<file path="config.mk">
export PLATFORM = sky130hd
export DESIGN_NAME = attenuator_scheduler_flat
export DESIGN_NICKNAME = d
export VERILOG_FILES = /design/src/rtl/audio_pkg.sv /design/src/rtl/attenuator_scheduler_if.sv /design/src/rtl/tag_delay_line.sv /design/src/rtl/attenuator_scheduler.sv /design/src/flat_wrapper.sv
export SDC_FILE = /design/constraint.sdc
export NUM_CORES = 1
export LEC_CHECK = 0
export BUFFER_PORTS_ARGS = -buffer_cell sky130_fd_sc_hd__buf_2
export CAP_MARGIN = 10
export CELL_PAD_IN_SITES_DETAIL_PLACEMENT = 0
export CELL_PAD_IN_SITES_GLOBAL_PLACEMENT = 1
export CORE_ASPECT_RATIO = 1.5
export CORE_MARGIN = 8
export CORE_UTILIZATION = 43
export DETAILED_ROUTE_END_ITERATION = 10
export GPL_TIMING_DRIVEN = 0
export PLACE_DENSITY = 0.79
export SETUP_SLACK_MARGIN = 0.1
export SLEW_MARGIN = 20
export SYNTH_ARGS = -nofsm -noshare
export SYNTH_HDL_FRONTEND = slang
export SYNTH_SLANG_ARGS = --single-unit
</file>
<file path="constraint.sdc">
create_clock -name i_bclk -period 9.8 [get_ports i_bclk]
set_input_delay 1.47 -clock i_bclk [delete_from_list [all_inputs] [get_ports i_bclk]]
set_output_delay 1.47 -clock i_bclk [all_outputs]
set_load 0.03 [all_outputs]
</file>
<file path="src/rtl/audio_pkg.sv">
// Shared audio definitions for the attenuator scheduler: default widths, unity gain,
// scheduler state encoding and the channel-index width helper.
package audio_pkg;

  localparam int unsigned BITSIZE_DEF = 16;
  localparam logic [15:0] UNITY_GAIN  = 16'h7FFF;

  typedef enum logic [1:0] {
    IDLE,
    ISSUE,
    DRAIN
  } sched_state_e;

  // Never narrower than one bit, so a tag register always exists.
  function automatic int unsigned idx_width(input int unsigned n);
    return (n > 1) ? $clog2(n) : 1;
  endfunction

endpackage

</file>
<file path="src/rtl/attenuator_scheduler_if.sv">
// Bus between the scheduler, its gain and sample sources, and the shared attenuator.
// The master side drives frame inputs and the attenuator product; the slave is the scheduler.
interface attenuator_scheduler_if
  import audio_pkg::*;
#(
  parameter int unsigned BITSIZE = BITSIZE_DEF,
  parameter int unsigned N_CH    = 4
);

  logic                      lrclk;
  logic [N_CH*BITSIZE-1:0]   in_flat;
  logic [N_CH*BITSIZE-1:0]   gain_flat;
  logic [BITSIZE-1:0]        mult_a;
  logic [BITSIZE-1:0]        mult_b;
  logic [BITSIZE-1:0]        mult_p;
  logic [N_CH*BITSIZE-1:0]   out_flat;
  logic                      done;
  logic                      busy;
  logic                      overrun;

  modport master (
    output lrclk, in_flat, gain_flat, mult_p,
    input  mult_a, mult_b, out_flat, done, busy, overrun
  );

  modport slave (
    input  lrclk, in_flat, gain_flat, mult_p,
    output mult_a, mult_b, out_flat, done, busy, overrun
  );

endinterface

</file>
<file path="src/rtl/tag_delay_line.sv">
// Valid+tag shift register that tracks which channel's product is emerging from the
// attenuator pipeline; synchronous clear drops everything in flight.
module tag_delay_line #(
  parameter int unsigned DEPTH = 1,
  parameter int unsigned TAG_W = 2
) (
  input  logic             i_clk,
  input  logic             i_clr,
  input  logic             i_valid,
  input  logic [TAG_W-1:0] i_tag,
  output logic             o_valid,
  output logic [TAG_W-1:0] o_tag
);

  logic             r_valid [DEPTH];
  logic [TAG_W-1:0] r_tag   [DEPTH];

  always_ff @(posedge i_clk) begin
    if (i_clr) begin
      for (int i = 0; i < int'(DEPTH); i++) begin
        r_valid[i] <= 1'b0;
        r_tag[i]   <= '0;
      end
    end else begin
      r_valid[0] <= i_valid;
      r_tag[0]   <= i_tag;
      for (int i = 1; i < int'(DEPTH); i++) begin
        r_valid[i] <= r_valid[i-1];
        r_tag[i]   <= r_tag[i-1];
      end
    end
  end

  assign o_valid = r_valid[DEPTH-1];
  assign o_tag   = r_tag[DEPTH-1];

endmodule

</file>
<file path="src/rtl/attenuator_scheduler.sv">
// Shares one attenuator multiplier across N_CH channels per audio frame: snapshot on the
// lrclk rising edge, issue one channel per bclk, gather products by tag, publish atomically.
module attenuator_scheduler
  import audio_pkg::*;
#(
  parameter int unsigned BITSIZE      = BITSIZE_DEF,
  parameter int unsigned N_CH         = 4,
  parameter int unsigned MULT_LATENCY = 1
) (
  input logic                    i_bclk,
  input logic                    i_rst,
  attenuator_scheduler_if.slave  bus
);

  localparam int unsigned IDX_W = idx_width(N_CH);
  localparam logic [IDX_W-1:0] LAST_IDX = IDX_W'(N_CH - 1);

  sched_state_e       r_state;
  sched_state_e       w_state_next;
  logic [IDX_W-1:0]   r_idx;
  logic [IDX_W-1:0]   w_idx_next;
  logic               r_lrclk_q;
  logic               w_frame_start;
  logic               w_issue;
  logic               w_cap_valid;
  logic [IDX_W-1:0]   w_cap_tag;
  logic               w_publish;

  logic [BITSIZE-1:0]        r_in_snap   [N_CH];
  logic [BITSIZE-1:0]        r_gain_snap [N_CH];
  logic [BITSIZE-1:0]        r_shadow    [N_CH];
  logic [BITSIZE-1:0]        r_mult_a;
  logic [BITSIZE-1:0]        r_mult_b;
  logic [N_CH*BITSIZE-1:0]   r_out;
  logic                      r_done;
  logic                      r_overrun;

  assign w_frame_start = bus.lrclk & ~r_lrclk_q;
  assign w_issue       = (r_state == ISSUE);
  // The last channel's product arriving is the publish point for the whole frame.
  assign w_publish     = w_cap_valid && (w_cap_tag == LAST_IDX);

  tag_delay_line #(
    .DEPTH (MULT_LATENCY),
    .TAG_W (IDX_W)
  ) u_tag_delay_line (
    .i_clk   (i_bclk),
    .i_clr   (i_rst),
    .i_valid (w_issue),
    .i_tag   (r_idx),
    .o_valid (w_cap_valid),
    .o_tag   (w_cap_tag)
  );

  always_comb begin
    w_state_next = r_state;
    w_idx_next   = r_idx;
    unique case (r_state)
      IDLE: begin
        if (w_frame_start) begin
          w_state_next = ISSUE;
          w_idx_next   = '0;
        end
      end
      ISSUE: begin
        if (r_idx == LAST_IDX) begin
          w_state_next = DRAIN;
          w_idx_next   = '0;
        end else begin
          w_idx_next = r_idx + 1'b1;
        end
      end
      DRAIN: begin
        if (w_publish) begin
          w_state_next = IDLE;
        end
      end
      default: begin
        w_state_next = IDLE;
        w_idx_next   = '0;
      end
    endcase
  end

  always_ff @(posedge i_bclk) begin
    // Tracks lrclk even in reset so a high lrclk at release is not seen as a new frame.
    r_lrclk_q <= bus.lrclk;
    if (i_rst) begin
      r_state   <= IDLE;
      r_idx     <= '0;
      r_mult_a  <= '0;
      r_mult_b  <= '0;
      r_out     <= '0;
      r_done    <= 1'b0;
      r_overrun <= 1'b0;
      for (int k = 0; k < int'(N_CH); k++) begin
        r_in_snap[k]   <= '0;
        r_gain_snap[k] <= '0;
        r_shadow[k]    <= '0;
      end
    end else begin
      r_state <= w_state_next;
      r_idx   <= w_idx_next;
      r_done  <= w_publish;

      if (w_frame_start && (r_state != IDLE)) begin
        r_overrun <= 1'b1;
      end

      if ((r_state == IDLE) && w_frame_start) begin
        for (int k = 0; k < int'(N_CH); k++) begin
          r_in_snap[k]   <= bus.in_flat[k*BITSIZE +: BITSIZE];
          r_gain_snap[k] <= bus.gain_flat[k*BITSIZE +: BITSIZE];
        end
      end

      if (w_issue) begin
        r_mult_a <= r_in_snap[r_idx];
        r_mult_b <= r_gain_snap[r_idx];
      end

      if (w_cap_valid) begin
        r_shadow[w_cap_tag] <= bus.mult_p;
      end

      // Last channel bypasses the shadow so the frame lands on its capture edge.
      if (w_publish) begin
        for (int k = 0; k < int'(N_CH); k++) begin
          if (k == int'(N_CH) - 1) begin
            r_out[k*BITSIZE +: BITSIZE] <= bus.mult_p;
          end else begin
            r_out[k*BITSIZE +: BITSIZE] <= r_shadow[k];
          end
        end
      end
    end
  end

  assign bus.mult_a   = r_mult_a;
  assign bus.mult_b   = r_mult_b;
  assign bus.out_flat = r_out;
  assign bus.done     = r_done;
  assign bus.busy     = (r_state != IDLE);
  assign bus.overrun  = r_overrun;

endmodule

</file>
<file path="src/flat_wrapper.sv">
// flat-port wrapper written by rule: the top's interface ports become plain ports
module attenuator_scheduler_flat import audio_pkg::*;
#(
  parameter int unsigned BITSIZE      = BITSIZE_DEF,
  parameter int unsigned N_CH         = 4,
  parameter int unsigned MULT_LATENCY = 1
)
  (i_bclk, i_rst, bus_lrclk, bus_in_flat, bus_gain_flat, bus_mult_p, bus_mult_a, bus_mult_b, bus_out_flat, bus_done, bus_busy, bus_overrun);
  attenuator_scheduler_if #(.BITSIZE(BITSIZE), .N_CH(N_CH)) bus_i ();
  input logic i_bclk;
  input logic i_rst;
  input wire logic [$bits(bus_i.lrclk)-1:0] bus_lrclk;
  input wire logic [$bits(bus_i.in_flat)-1:0] bus_in_flat;
  input wire logic [$bits(bus_i.gain_flat)-1:0] bus_gain_flat;
  input wire logic [$bits(bus_i.mult_p)-1:0] bus_mult_p;
  output wire logic [$bits(bus_i.mult_a)-1:0] bus_mult_a;
  output wire logic [$bits(bus_i.mult_b)-1:0] bus_mult_b;
  output wire logic [$bits(bus_i.out_flat)-1:0] bus_out_flat;
  output wire logic [$bits(bus_i.done)-1:0] bus_done;
  output wire logic [$bits(bus_i.busy)-1:0] bus_busy;
  output wire logic [$bits(bus_i.overrun)-1:0] bus_overrun;
  assign bus_i.lrclk = bus_lrclk;
  assign bus_i.in_flat = bus_in_flat;
  assign bus_i.gain_flat = bus_gain_flat;
  assign bus_i.mult_p = bus_mult_p;
  assign bus_mult_a = bus_i.mult_a;
  assign bus_mult_b = bus_i.mult_b;
  assign bus_out_flat = bus_i.out_flat;
  assign bus_done = bus_i.done;
  assign bus_busy = bus_i.busy;
  assign bus_overrun = bus_i.overrun;
  attenuator_scheduler #(.BITSIZE(BITSIZE), .N_CH(N_CH), .MULT_LATENCY(MULT_LATENCY)) u_core (.i_bclk(i_bclk), .i_rst(i_rst), .bus(bus_i));
endmodule
</file>
# Word level (Yosys, flattened, before mapping)
# Memory sizes are Yosys's and may differ from the RTL's. A register that Yosys moved wholly into a read port is not among the register bits.
# Index checks and enable logic that the tools add are counted.
[totals]
reg_bits = 71
mem_bits_rw = 195
output_inout_bits = 99
elab_cells = 71
mem_count = 5
[mem_list]
columns = ["name", "depth", "word_bits", "read_ports", "rd_ports_with_merged_regs", "write_ports", "line_no", "source"]
rows = [
  ["u_core.r_gain_snap", 4, 16, 1, 1, 4, "attenuator_scheduler.sv:30", "logic [BITSIZE-1:0] r_gain_snap [N_CH];"],
  ["u_core.r_in_snap", 4, 16, 1, 1, 4, "attenuator_scheduler.sv:29", "logic [BITSIZE-1:0] r_in_snap [N_CH];"],
  ["u_core.r_shadow", 4, 16, 3, 3, 4, "attenuator_scheduler.sv:31", "logic [BITSIZE-1:0] r_shadow [N_CH];"],
  ["u_core.u_tag_delay_line.r_tag", 1, 2, 1, 0, 1, "tag_delay_line.sv:16", "logic [TAG_W-1:0] r_tag [DEPTH];"],
  ["u_core.u_tag_delay_line.r_valid", 1, 1, 1, 0, 1, "tag_delay_line.sv:15", "logic r_valid [DEPTH];"],
]
[classes]
add_sub_neg = 1
n_eq_ne = 7
n_mux = 31
bitwise = 11
reduce_logical = 10
[op_table]
columns = ["operator", "count"]
rows = [
  ["16-bit 2-to-1 mux", 9],
  ["16-bit OR reduction", 1],
  ["2-bit 2-to-1 mux", 7],
  ["1-bit 2-to-1 mux", 13],
  ["2-bit one-hot mux with 3 select lines", 2],
  ["1-bit bitwise OR", 8],
  ["2-bit == test, second input constant", 3],
  ["2-bit by 1-bit inequality test with 1-bit output, second input constant", 3],
  ["1-bit logical AND", 3],
  ["3-bit AND reduction", 1],
  ["2-bit by 1-bit adder with 2-bit output, second input constant", 1],
  ["2-bit by 1-bit == test with 1-bit output, second input constant", 1],
  ["2-bit zero test", 1],
  ["1-bit inverter", 2],
  ["2-bit AND reduction", 1],
  ["2-bit nonzero test", 1],
  ["2-bit OR reduction", 1],
  ["1-bit AND", 1],
  ["1-bit OR reduction", 1],
]

# Logic depth before layout (Yosys ltp)
# Gate-level depths: netlist (run 1).
[logic_depth]
depth_word = 7
ltp_mapped = 6
ltp_nobuf = 3

# Modules after synthesis
# From an unflattened synthesis (run 1), not the netlist that was laid out.
[unflattened]
hier_cells = 875
hier_area_um2 = 10915.5
[modules_own_cells]
columns = ["mod", "n_inst", "cells_per_inst", "area_per_inst_um2", "seq_area_each_um2"]
rows = [
  ["attenuator_scheduler", 1, 869, 10836.6, 7347.0],
  ["tag_delay_line", 1, 6, 78.8, 60.1],
]

# Worst setup path after synthesis (run 1)
# No wires, ideal clock.
[synth_path]
path_type = "input to register"
start = "input port bus_lrclk"
end = "memory u_core.r_gain_snap[0][0] in the netlist's numbering, enable pin"
t_arrival_ns = 7.474
setup_slack_ns = 1.684
cell_stages = 2
cell_sequence = "nand2b_1 > o21bai_1"
[synth_rtl]
columns = ["element", "line_no", "source"]
rows = [
  ["start: declaration", "flat_wrapper.sv:12", "input wire logic [$bits(bus_i.lrclk)-1:0] bus_lrclk;"],
  ["end: declaration", "attenuator_scheduler.sv:30", ""],
]

==> results of run 1 <==
==> power groups by stage <==
stage	Clock (µW)	Combinational, µW	Sequential (µW)
after global routing	1100	205	1340
final	1030	189	1330
after global placement	0	181	1370
after detailed placement	0	193	1360
after floorplan	0	94.1	1380
after CTS	1060	193	1330
==> sequential cells by signal, summed over array words and instances, names as in the netlist, 16 cells and up <==
| signal | cells |
|---|---|
| u_core.bus.mult_a | 16 |
| u_core.bus.mult_b | 16 |
| bus_out_flat | 48 |
| u_core.r_gain_snap | 64 |
| u_core.bus.out_flat | 16 |
| u_core.r_in_snap | 64 |
| u_core.r_shadow | 48 |
==> routing by layer <==
metal	track usage, %	wire, µm
met5	0	0
met4	5.36	670
met3	3.80	1660
met2	33.6	15100
met1	18.7	10600
==> cell type report <==
class                           count  area share (%)
Antenna cell                        1          0.0180
Buffer                             59            2.44
Clock buffer                       38            5.39
Clock inverter                     14           0.983
Inverter                            1          0.0271
Multi-Input combinational cell    534            24.9
Sequential cell                   282            53.4
Tap cell                          333            3.00
Timing Repair Buffer              250            9.83
==> through the flow <==
stage               hold WS [ps]  instance area [µm²]  TNS, ps  total power [µW]  setup slack (ps)
finish                       443                13900        0              2560              6720
global route                 462                13900        0              2640              6610
CTS                          448                13900        0              2580              6690
detailed placement           434                13000        0              1550              6120
global placement             430                12800   -71020              1550              -563
floorplan                    471                11200        0              1470              1680
==> synth_stat cells, types with 2 or more instances <==
master and count:
and2_1 176, o21ai_0 2, nand2_1 130, o22ai_2 30, nor2_1 6, buf_6 7, mux2i_1 64, buf_1 4
clkbuf_1 16, buf_2 26, and2b_1 2, nor2b_1 2, and4bb_1 2, buf_4 3, dfxtp_1 106, edfxtp_1 176
a21oi_1 67, or2_2 4, a21o_1 31
==> worst max-delay path by stage <==
| stage | start | end | slack [ps] | cells after the start |
|---|---|---|---|---|
| 6_report | i_rst | u_core.r_gain_snap[1][10]$_SDFFCE_PN0P_ | 6720 | 7 |
| 5_1_grt | i_rst | u_core.r_gain_snap[1][10]$_SDFFCE_PN0P_ | 6610 | 7 |
| 2_1_floorplan | bus_lrclk | u_core.r_gain_snap[0][0]$_SDFFCE_PN0P_ | 1680 | 2 |
| 4_1_cts | i_rst | u_core.r_in_snap[2][3]$_SDFFCE_PN0P_ | 6690 | 7 |
| 3_3_place_gp | bus_lrclk | u_core.r_in_snap[1][13]$_SDFFCE_PN0P_ | -560 | 3 |
| 3_5_place_dp | i_rst | u_core.r_gain_snap[1][1]$_SDFFCE_PN0P_ | 6120 | 7 |
==> kinds of logic after synthesis <==
| logic type | after synthesis |
|---|---|
| AO/OA/AOI/OAI | 134 |
| buffers and inverters | 60 |
| multiplexers | 64 |
| AND/OR/NAND/NOR | 335 |
| flip-flops | 282 |
| adder cells (fa/ha/maj) | 1 |
==> results.md, run 1 <==
* Status: complete, no violations
* Sequential cell area fraction in the yosys report at about two thirds
* Initial antenna violation count at 0
* Post-cts sizing count at 0
* Flops & latches, synth at 282
* Number of global-route vias before repair at 7770
* Register area at between 7000 and 8000 µm²
* Floorplan row count at 72
* Largest net degree at the start of global routing at 27
* P_leak at ~0.006 µW
* DP Cell Count at 1459
* Worst-Margin Slew at about 680 ps
* Grt total ovfl at 0
* TritonRoute pass-1 iters at 4
* Filler instances at ~2300
* Complex-gate fraction of the synthesized area at between 8 and 9%
* WP data arrival at 3320 ps
* Synth cell types at 41
* Most frequent cells in the layout: buf_2, and2_1, edfxtp_1
* Final number of hold-violating endpoints at 0
* PD cells at 184 nW/µm²
* Cell taking the most area after synthesis: edfxtp_1
* DP Wirelength at 21000 µm
* Max-cap violations at 0
* Clock Latency Late Sink at 540 ps
* Syn-to-layout area delta at 23.9%
* Startpoint types: input pin
* Clock Power Share at 40.4%
* Post-CTS Setup Bufs at 0
* R2R Path Start: u_core.r_state[1]$_SDFFE_PP0P_
* Post-detailed-route wirelength per cell at 18.5 µm
* Crit path kind: input pin to flip-flop
* Post-DR vias/cell at 4.82
* Root Driver: clkbuf_16
* Syn Std Cell Area at around 11000 µm²
* Area of the multi-input gates at 3450 µm²
* Min Clock Period, post-route at 3080 ps
* Critical path fanouts, max at 26
* Final net count at 1304
* Largest family of logic cells by synthesized area: simple AND/OR/NAND/NOR gates
* DR iter-0 viols at 276
* CTS tree: built
* Clock sinks at 282
* Most common cell after layout, fill and taps aside: buf_2
* ANT nets after route at 0
* Average cell area after synthesis at 12.8 µm²
* CP Cell Sequence: buf_2 -> buf_2 -> clkbuf_1 -> o21bai_4 -> buf_16 -> buf_16 -> buf_16
* Die area at 31600 µm²
* Die H at 214 µm
* Sequential Power Share at 52.2%
* Final setup violation count at 0
* EDFF count, synth at between 150 and 200
* Most used cell, CP: buf_16
* Global-route wire length before repair at 42600 µm
* Synth Flop Type: edfxtp_1
* Cts hold-fix bufs at 0
* Reg2reg path depth at 5
* Hold Crit Depth at 1
* Reg clk slew, reported paths at 60 ps
* Synth area leaders: edfxtp_1, dfxtp_1, and2_1
* Clock Skews at roughly 15 ps
* RSZ-0062 raised after global routing: false
* IO Port Bufs at 245
* Overall Global Routing Usage at 17.5%
* Layout Cells excl Fill at between 1500 and 2000
* Vias at 7284
* Cells after synthesis at 876
* Min-delay src: u_core.bus.mult_a[10]$_SDFFE_PP0P_
* H-tree Lvls at 1
* Total internal power at 1990 µW
* CP top delay family: buffers and inverters
* Critical Path Max Stage Delay at 450 ps
* Routed WL at roughly 28000 µm
* CP Buf/Inv Count at 6
* Layout cell share with drive strength beyond 1 at a little under a third
* Switching pwr at 571 µW
* Net Count, Synth at 1024
* WP data required at 10040 ps
* Post-synthesis simple-gate area fraction at 16.1%
* Mux cell area share after synthesis at 5.72%
* Sw Ratio at around 22%
* Worst hold-check path type: flip-flop to flip-flop
* GP Congestion at 0.763
* Async S/R FF share, synth at 0%
* Synth Area in XOR/XNOR at 0%
* RR Endpoint: u_core.r_gain_snap[1][10]$_SDFFCE_PN0P_
* Num ports at 246
* Clk buf depth at 3
* Cts bufs inserted at 28
* Critical path capture point type: flip-flop
* Max Slew Vio Count at 0
* Initial Utilization at roughly 44%
* Post-layout util at 54.0%
* WHS Endpoint: u_core.bus.mult_a[10]$_SDFFE_PP0P_
* Ratio of final minimum period to clock period at 31.4%
* Max-Slew Margin vs Limit at 54.7%
* Gate power share at 7.4%
* Maximum vdd drop at 0.137 mV
* Fmax at 0.325 GHz
* YS warnings at 0
* Die X at 148 µm
* DRC at 0
* Adder-cell share of the synthesized area at less than 1%
* Yosys top cell area share at roughly 47%
* Core footprint at 25700 µm²
* CP max stage cell: clkbuf_1
* FF-to-FF setup slack at 7630 ps
Note: power is estimated with default switching activity, not from simulation.
==> run 2: changes to the inputs <==
- ABC_AREA: default -> 1
- CORE_UTILIZATION: 43 -> 38
- PLACE_DENSITY: 0.79 -> 0.76
- clock period: 9.8 -> 2.6 ns (I/O delays scaled with it)
==> run 2 against run 1 <==
Compared with the run above:
- worst hold slack got worse by 410 ps
- global-route usage decreased by 1.5 points
- total power increased to 3.9 times the previous value
- worst setup slack got worse by 6100 ps
- final area increased by 12%
- clock power increased to 3.8 times the previous value
- sequential cell count unchanged
- area after synthesis increased by 14%
- combinational power increased to 5.7 times the previous value
- sequential share of layout area decreased by 5.9 points
- non-clock buffer count increased by 11
- largest cell class unchanged
==> results.md, run 2 <==
* Status: complete, no violations
* Biggest regs: u_core.r_gain_snap x64, u_core.r_in_snap x64
* Syn-to-layout area delta at 22.0%
* P_leak at 0.00734 µW
* Largest net degree at the start of global routing at 27
* Initial antenna violation count at 0
* Final WS setup at ~660 ps
* Most frequent cells in the layout: inv_1, buf_2, nand2_1
* GP Congestion at between 0.8 and 0.9
* TritonRoute pass-1 iters at 5
* Die H at 241 µm
* RSZ-0062 raised after global routing: false
* Sw Ratio at 24.2%
* Cell taking the most area after synthesis: edfxtp_1
* Final Total Pwr at 10100 µW
* Cells after synthesis at 1317
* PD cells at 647 nW/µm²
* Post-detailed-route wirelength per cell at 15.8 µm
* Yosys top cell area share at about 41%
* Critical path fanouts, max at 16
* H-tree Lvls at 1
* R2R Path Start: u_core.u_tag_delay_line.r_tag[0][0]$_SDFF_PP0_
* Clock Latency Late Sink at 540 ps
* Die area at 39900 µm²
* Sequential cell area fraction in the yosys report at 57.9%
* Floorplan row count at roughly 80
* Average cell area after synthesis at approximately 9.7 µm²
* Post-layout util at 46.9%
* Final number of hold-violating endpoints at 0
* Total internal power at 7650 µW
* Most common cell after layout, fill and taps aside: inv_1
* Routed WL at 32200 µm
* Final setup violation count at 0
* Critical path capture point type: flip-flop
* ANT nets after route at 0
* Num ports at 246
* DR iter-0 viols at 364
* Synth area leaders: edfxtp_1, dfxtp_1, inv_1
* Crit path kind: flip-flop to flip-flop
* Dpl ws at 254 ps
* Sequential Power Share at 50.0%
* IO Port Bufs at 245
* Synth Flop Type: edfxtp_1
* RR Endpoint: u_core.r_shadow[2][11]$_SDFFCE_PN0P_
* Core footprint at ~33000 µm²
* Min-delay src: bus_lrclk
* Vias at 8811
* Clock Skews at 11.3 ps
* Max Slew Vio Count at 0
* Net Count, Synth at 1465
* Synth top cells by count: inv_1, nand2_1, edfxtp_1
* FF-to-FF setup slack at 660 ps
* DP Wirelength at ~26000 µm
* EDFF count, synth at around 180
* Reg2reg path depth at 4
* Hold Crit Depth at 1
* Ratio of final minimum period to clock period at 74.7%
* Fmax at 0.515 GHz
* Cts hold-fix bufs at 0
* Flops & latches, synth at approximately 280
* Clk buf depth at 3
* CTS tree: built
* Startpoint types: flip-flop
* Overall Global Routing Usage at 16.0%
* Clock sinks at 282
* Maximum vdd drop at 0.355 mV
* Clock Power Share at 39.2%
* Worst hold-check path type: input pin to flip-flop
* YS warnings at 0
* Ant. Diodes at 0
* Root Driver: clkbuf_16
* Worst-Margin Slew at 681 ps
* Post-CTS Setup Bufs at 0
* Grt total ovfl at 0
* Max-Slew Margin vs Limit at 54.5%
* Most common cell in the netlist: inv_1
* Async S/R FF share, synth at 0%
* Initial Utilization at 38.5%
* Reg clk slew, reported paths at 70 ps
* Switching pwr at around 2400 µW
* WHS Endpoint: u_core.r_lrclk_q$_DFF_P_
* Die X at 166 µm
* DRC at 0
* WP data arrival at 2110 ps
* Number of global-route vias before repair at 9083
* Synth cell types at 26
* Min Clock Period, post-route at between 1500 and 2000 ps
* Max-cap violations at 0
* Layout cell share with drive strength beyond 1 at 29.0%
* Post-DR vias/cell at 4.33
* Final net count at 1745
* Gate power share at 10.8%
* Global-route wire length before repair at 50100 µm
* WP data required at 2770 ps
* Syn Std Cell Area at 12800 µm²
* Cts bufs inserted at 27
* Post-cts sizing count at 0
run 2: cell types whose count changed after synthesis, moves of 11 or more:
cell     delta
inv_1     +311
and2_1    -176
nor2_4    +102
nand3_1    +84
nand2_1    +79
nor2_1     +78
mux2i_1    -64
o21ai_0    +43
o21ai_1    +34
a21o_1     -31
o22ai_2    -30
a21oi_1    +11
buf_12     +11
run 2: area by class of cell:
class                      count  area (µm²)
tap                          420         526
inverter                     319        1210
clock inverter                14         145
clock buffer                  34         742
buffer                        69         608
fill                        3234       17600
multi-input combinational    647        3580
timing repair buffer         251        1380
sequential                   282        7410
run 2: kinds of logic after synthesis:
family                   Yosys count  share of synthesized area, %
AO/OA/AOI/OAI                    157                          6.15
adder cells (fa/ha/maj)            1                        0.0979
buffers and inverters            388                          14.2
flip-flops                       282                          57.9
AND/OR/NAND/NOR                  489                          21.7
run 2: how the worst max path moves through the flow:
| stage | slack, ps | to | startpoint |
|---|---|---|---|
| after detailed placement | 250 | u_core.r_gain_snap[3][1]$_SDFFCE_PN0P_ | i_rst |
| after CTS | 660 | u_core.r_shadow[2][1]$_SDFFCE_PN0P_ | u_core.u_tag_delay_line.r_tag[0][0]$_SDFF_PP0_ |
| after global placement | -1450 | u_core.r_gain_snap[3][1]$_SDFFCE_PN0P_ | bus_lrclk |
| after global routing | 600 | u_core.r_shadow[2][5]$_SDFFCE_PN0P_ | u_core.u_tag_delay_line.r_tag[0][0]$_SDFF_PP0_ |
| after floorplan | -490 | u_core.r_gain_snap[0][0]$_SDFFCE_PN0P_ | bus_lrclk |
| final | 660 | u_core.r_shadow[2][11]$_SDFFCE_PN0P_ | u_core.u_tag_delay_line.r_tag[0][0]$_SDFF_PP0_ |
run 2: critical path, cell delays in order, from the launching register on:
cell     delay [ps]
dfxtp_1         350
inv_1           110
nand4_2         270
buf_2           300
nand2_1         530
run 2: per-stage QoR:
stage	area, µm²	hold WS [ps]	setup TNS [ps]	std cells
2_1_floorplan	12800	418	-62870	1317
3_3_place_gp	14600	429	-183090	1982
3_5_place_dp	14700	433	0	1988
4_1_cts	15600	11.3	0	2036
5_1_grt	15600	17.8	0	2036
6_report	15600	37.1	0	2036
run 2: per-layer routing:
metal / vias up / wire, µm / part of all wire, % / GRT usage [%]
li1: 4596 / - / - / -
met1: 3946 / 12100 / 38 / 16.6
met2: 221 / 17600 / 55 / 31.0
met3: 48 / 1360 / 4.2 / 2.61
met4: 0 / 1160 / 3.6 / 6.93
met5: - / 0 / 0 / 0
run 2: power by group through the flow:
stage | Sequential (µW) | Combinational [µW] | Clock (µW)
2_1_floorplan | 5220 | 590 | 0
3_3_place_gp | 5150 | 1050 | 0
3_5_place_dp | 5140 | 1100 | 0
4_1_cts | 5050 | 1110 | 4030
5_1_grt | 5070 | 1200 | 4200
6_report | 5050 | 1080 | 3960
==> run 3: changes to the inputs <==
- CORE_UTILIZATION: 38 -> 42
- PLACE_DENSITY: 0.76 -> 0.79
- clock period: 2.6 -> 1.85 ns (I/O delays scaled with it)
==> run 3 against run 2 <==
Compared with the run above:
- utilization is 5.0 points higher
- count of clock-buffer cells in the layout is 5 higher
- routed wire length is 2.3% lower
- clock skew hardly changed
- clock power is 43% higher
- critical path depth is 5 higher
- non-clock buffer count is 5 higher
==> results.md, run 3 (synthesized netlist as in run 2, its figures left out) <==
* Gate power share at 10.7%
* Clock sinks at ~280
* Core footprint at 30200 µm²
* Area after DPL at 14700 µm²
* FF-to-FF setup slack at between 200 and 250 ps
* P_leak at approximately 0.0074 µW
* Global-route wire length before repair at 48300 µm
* Reg clk slew, reported paths at 60 ps
* Min Clock Period, post-route at around 1600 ps
* Worst-Margin Slew at between 600 and 700 ps
* Vias at 8856
* Filler instances at 2840
* Grt total ovfl at 0
* Final WS setup at about 210 ps
* Critical path capture point type: flip-flop
* Worst hold-check path type: input pin to flip-flop
* Most frequent cells in the layout: inv_1, buf_2, nand2_1
* Clock Skews at between 10 and 15 ps
* Maximum vdd drop at 0.690 mV
* Reg2reg path depth at 4
* Final net count at ~1800
* TritonRoute pass-1 iters at 6
* WP data arrival at roughly 1900 ps
* Post-detailed-route wirelength per cell at 15.5 µm
* Ratio of final minimum period to clock period at 88.9%
* IO Port Bufs at 245
* Dpl ws at -367 ps
* Cts bufs inserted at 27
* Root Driver: clkbuf_16
* Max-cap violations at 0
* DR iter-0 viols at approximately 350
* Post-DR vias/cell at 4.38
* Final setup TNS at 0 ps
* Hold Crit Depth at 3
* Status: complete, no violations
* H-tree Lvls at 1
* RSZ-0062 raised after global routing: false
* Critical path fanouts, max at 26
* Sequential Power Share at between 40% and 50%
* Most common cell after layout, fill and taps aside: inv_1
* R2R Path Start: u_core.u_tag_delay_line.r_tag[0][0]$_SDFF_PP0_
* Final setup violation count at 0
* DRC at 0
* Post-layout util at 51.9%
* Fmax at 0.608 GHz
* Ant. Diodes at 0
* WHS Endpoint: u_core.bus.out_flat[52]$_SDFFE_PP0P_
* Routed WL at 31400 µm
* Fin area at 15700 µm²
* Die area at 36400 µm²
* Crit path kind: input pin to flip-flop
* Clk buf depth at 3
* Syn-to-layout area delta at 22.5%
* Sw Ratio at 24.0%
* Initial Utilization at 42.4%
* DP Wirelength at 24400 µm
* Max-Slew Margin vs Limit at 55.4%
* Die H at ~230 µm
* Final number of hold-violating endpoints at 0
* Number of global-route vias before repair at 9119
* Die X at 158 µm
* Min-delay src: bus_mult_p[4]
* Total internal power at 10900 µW
* ANT nets after route at 0
* Final Total Pwr at 14300 µW
* Initial antenna violation count at 0
* Layout cell share with drive strength beyond 1 at 29.5%
* RR Endpoint: u_core.r_shadow[2][4]$_SDFFCE_PN0P_
* Largest net degree at the start of global routing at 28
* Switching pwr at 3430 µW
* Num ports at 246
* Overall Global Routing Usage at 17.3%
* Biggest regs: u_core.r_gain_snap x64, u_core.r_in_snap x64
* Max Slew Vio Count at 0
* Clock Power Share at 39.6%
* GP Congestion at 0.860
* CTS tree: built
* Floorplan row count at 78
* WP data required at 2090 ps
* Clock Latency Late Sink at between 500 and 600 ps
* PD cells at 912 nW/µm²
* Startpoint types: input pin
run 3: changes by cell type in the layout (fill, tap and decap cells not counted), sizes merged:
cell	delta
clkbuf	+5
clkinvlp	-1
bufinv	-1
clkinv	-2
buf	+4
dlygate4sd3	+1
run 3: metrics by stage:
stage          hold slack [ps]  cells
2_1_floorplan              305   1317
3_3_place_gp               430   1962
3_5_place_dp               433   1967
4_1_cts                  0.699   2022
5_1_grt                   21.6   2022
6_report                  33.6   2022
run 3: repair_timing:
action,in CTS,in global routing
pin swaps,1,0
buffers inserted,5,0
endpoints found under the hold margin,1,0
endpoints found under the setup margin,73,6
hold buffers,1,0
resized for setup,2,1
run 3: worst max path at each step:
| stage | from | to | slack [ps] | depth (start not counted) |
|---|---|---|---|---|
| 2_1_floorplan | bus_lrclk | u_core.r_gain_snap[0][0]$_SDFFCE_PN0P_ | -1170 | 4 |
| 3_3_place_gp | bus_lrclk | u_core.r_in_snap[2][11]$_SDFFCE_PN0P_ | -2090 | 5 |
| 3_5_place_dp | i_rst | u_core.r_in_snap[0][10]$_SDFFCE_PN0P_ | -370 | 6 |
| 4_1_cts | u_core.u_tag_delay_line.r_valid[0]$_SDFF_PP0_ | u_core.r_shadow[1][3]$_SDFFCE_PN0P_ | 170 | 5 |
| 5_1_grt | u_core.u_tag_delay_line.r_tag[0][0]$_SDFF_PP0_ | u_core.r_shadow[2][4]$_SDFFCE_PN0P_ | 130 | 4 |
| 6_report | bus_lrclk | u_core.r_in_snap[1][10]$_SDFFCE_PN0P_ | 210 | 9 |
run 3: area by class of cell:
class | count | area (µm²) | share of cell area, %
Buffer | 69 | 608 | 3.88
Clock buffer | 39 | 815 | 5.20
Clock inverter | 10 | 100 | 0.639
Inverter | 319 | 1210 | 7.75
Multi-Input combinational cell | 647 | 3590 | 22.9
Sequential cell | 282 | 7410 | 47.3
Tap cell | 400 | 500 | 3.19
Timing Repair Buffer | 256 | 1420 | 9.09
run 3: power by group through the flow:
stage               clock network, µW  registers (µW)  logic [µW]
finish                           5650            7100        1530
global route                     6000            7130        1690
CTS                              5760            7100        1550
detailed placement                  0            7240        1520
global placement                    0            7250        1460
floorplan                           0            7340         832
run 3: routing by layer:
layer	GRT usage [%]	routed length, µm	up-vias
met1	18.6	11700	3967
met2	32.6	17000	232
met3	2.18	1500	54
met4	7.63	1190	0
met5	0	0	-
li1	-	-	4603
run 3: critical path, cell delays in order:
cell and delay, ps:
dlygate4sd3_1 540, buf_2 170, inv_8 30, nor2_4 130, inv_4 70, o21ai_4 140
buf_12 140, buf_16 170, buf_16 190
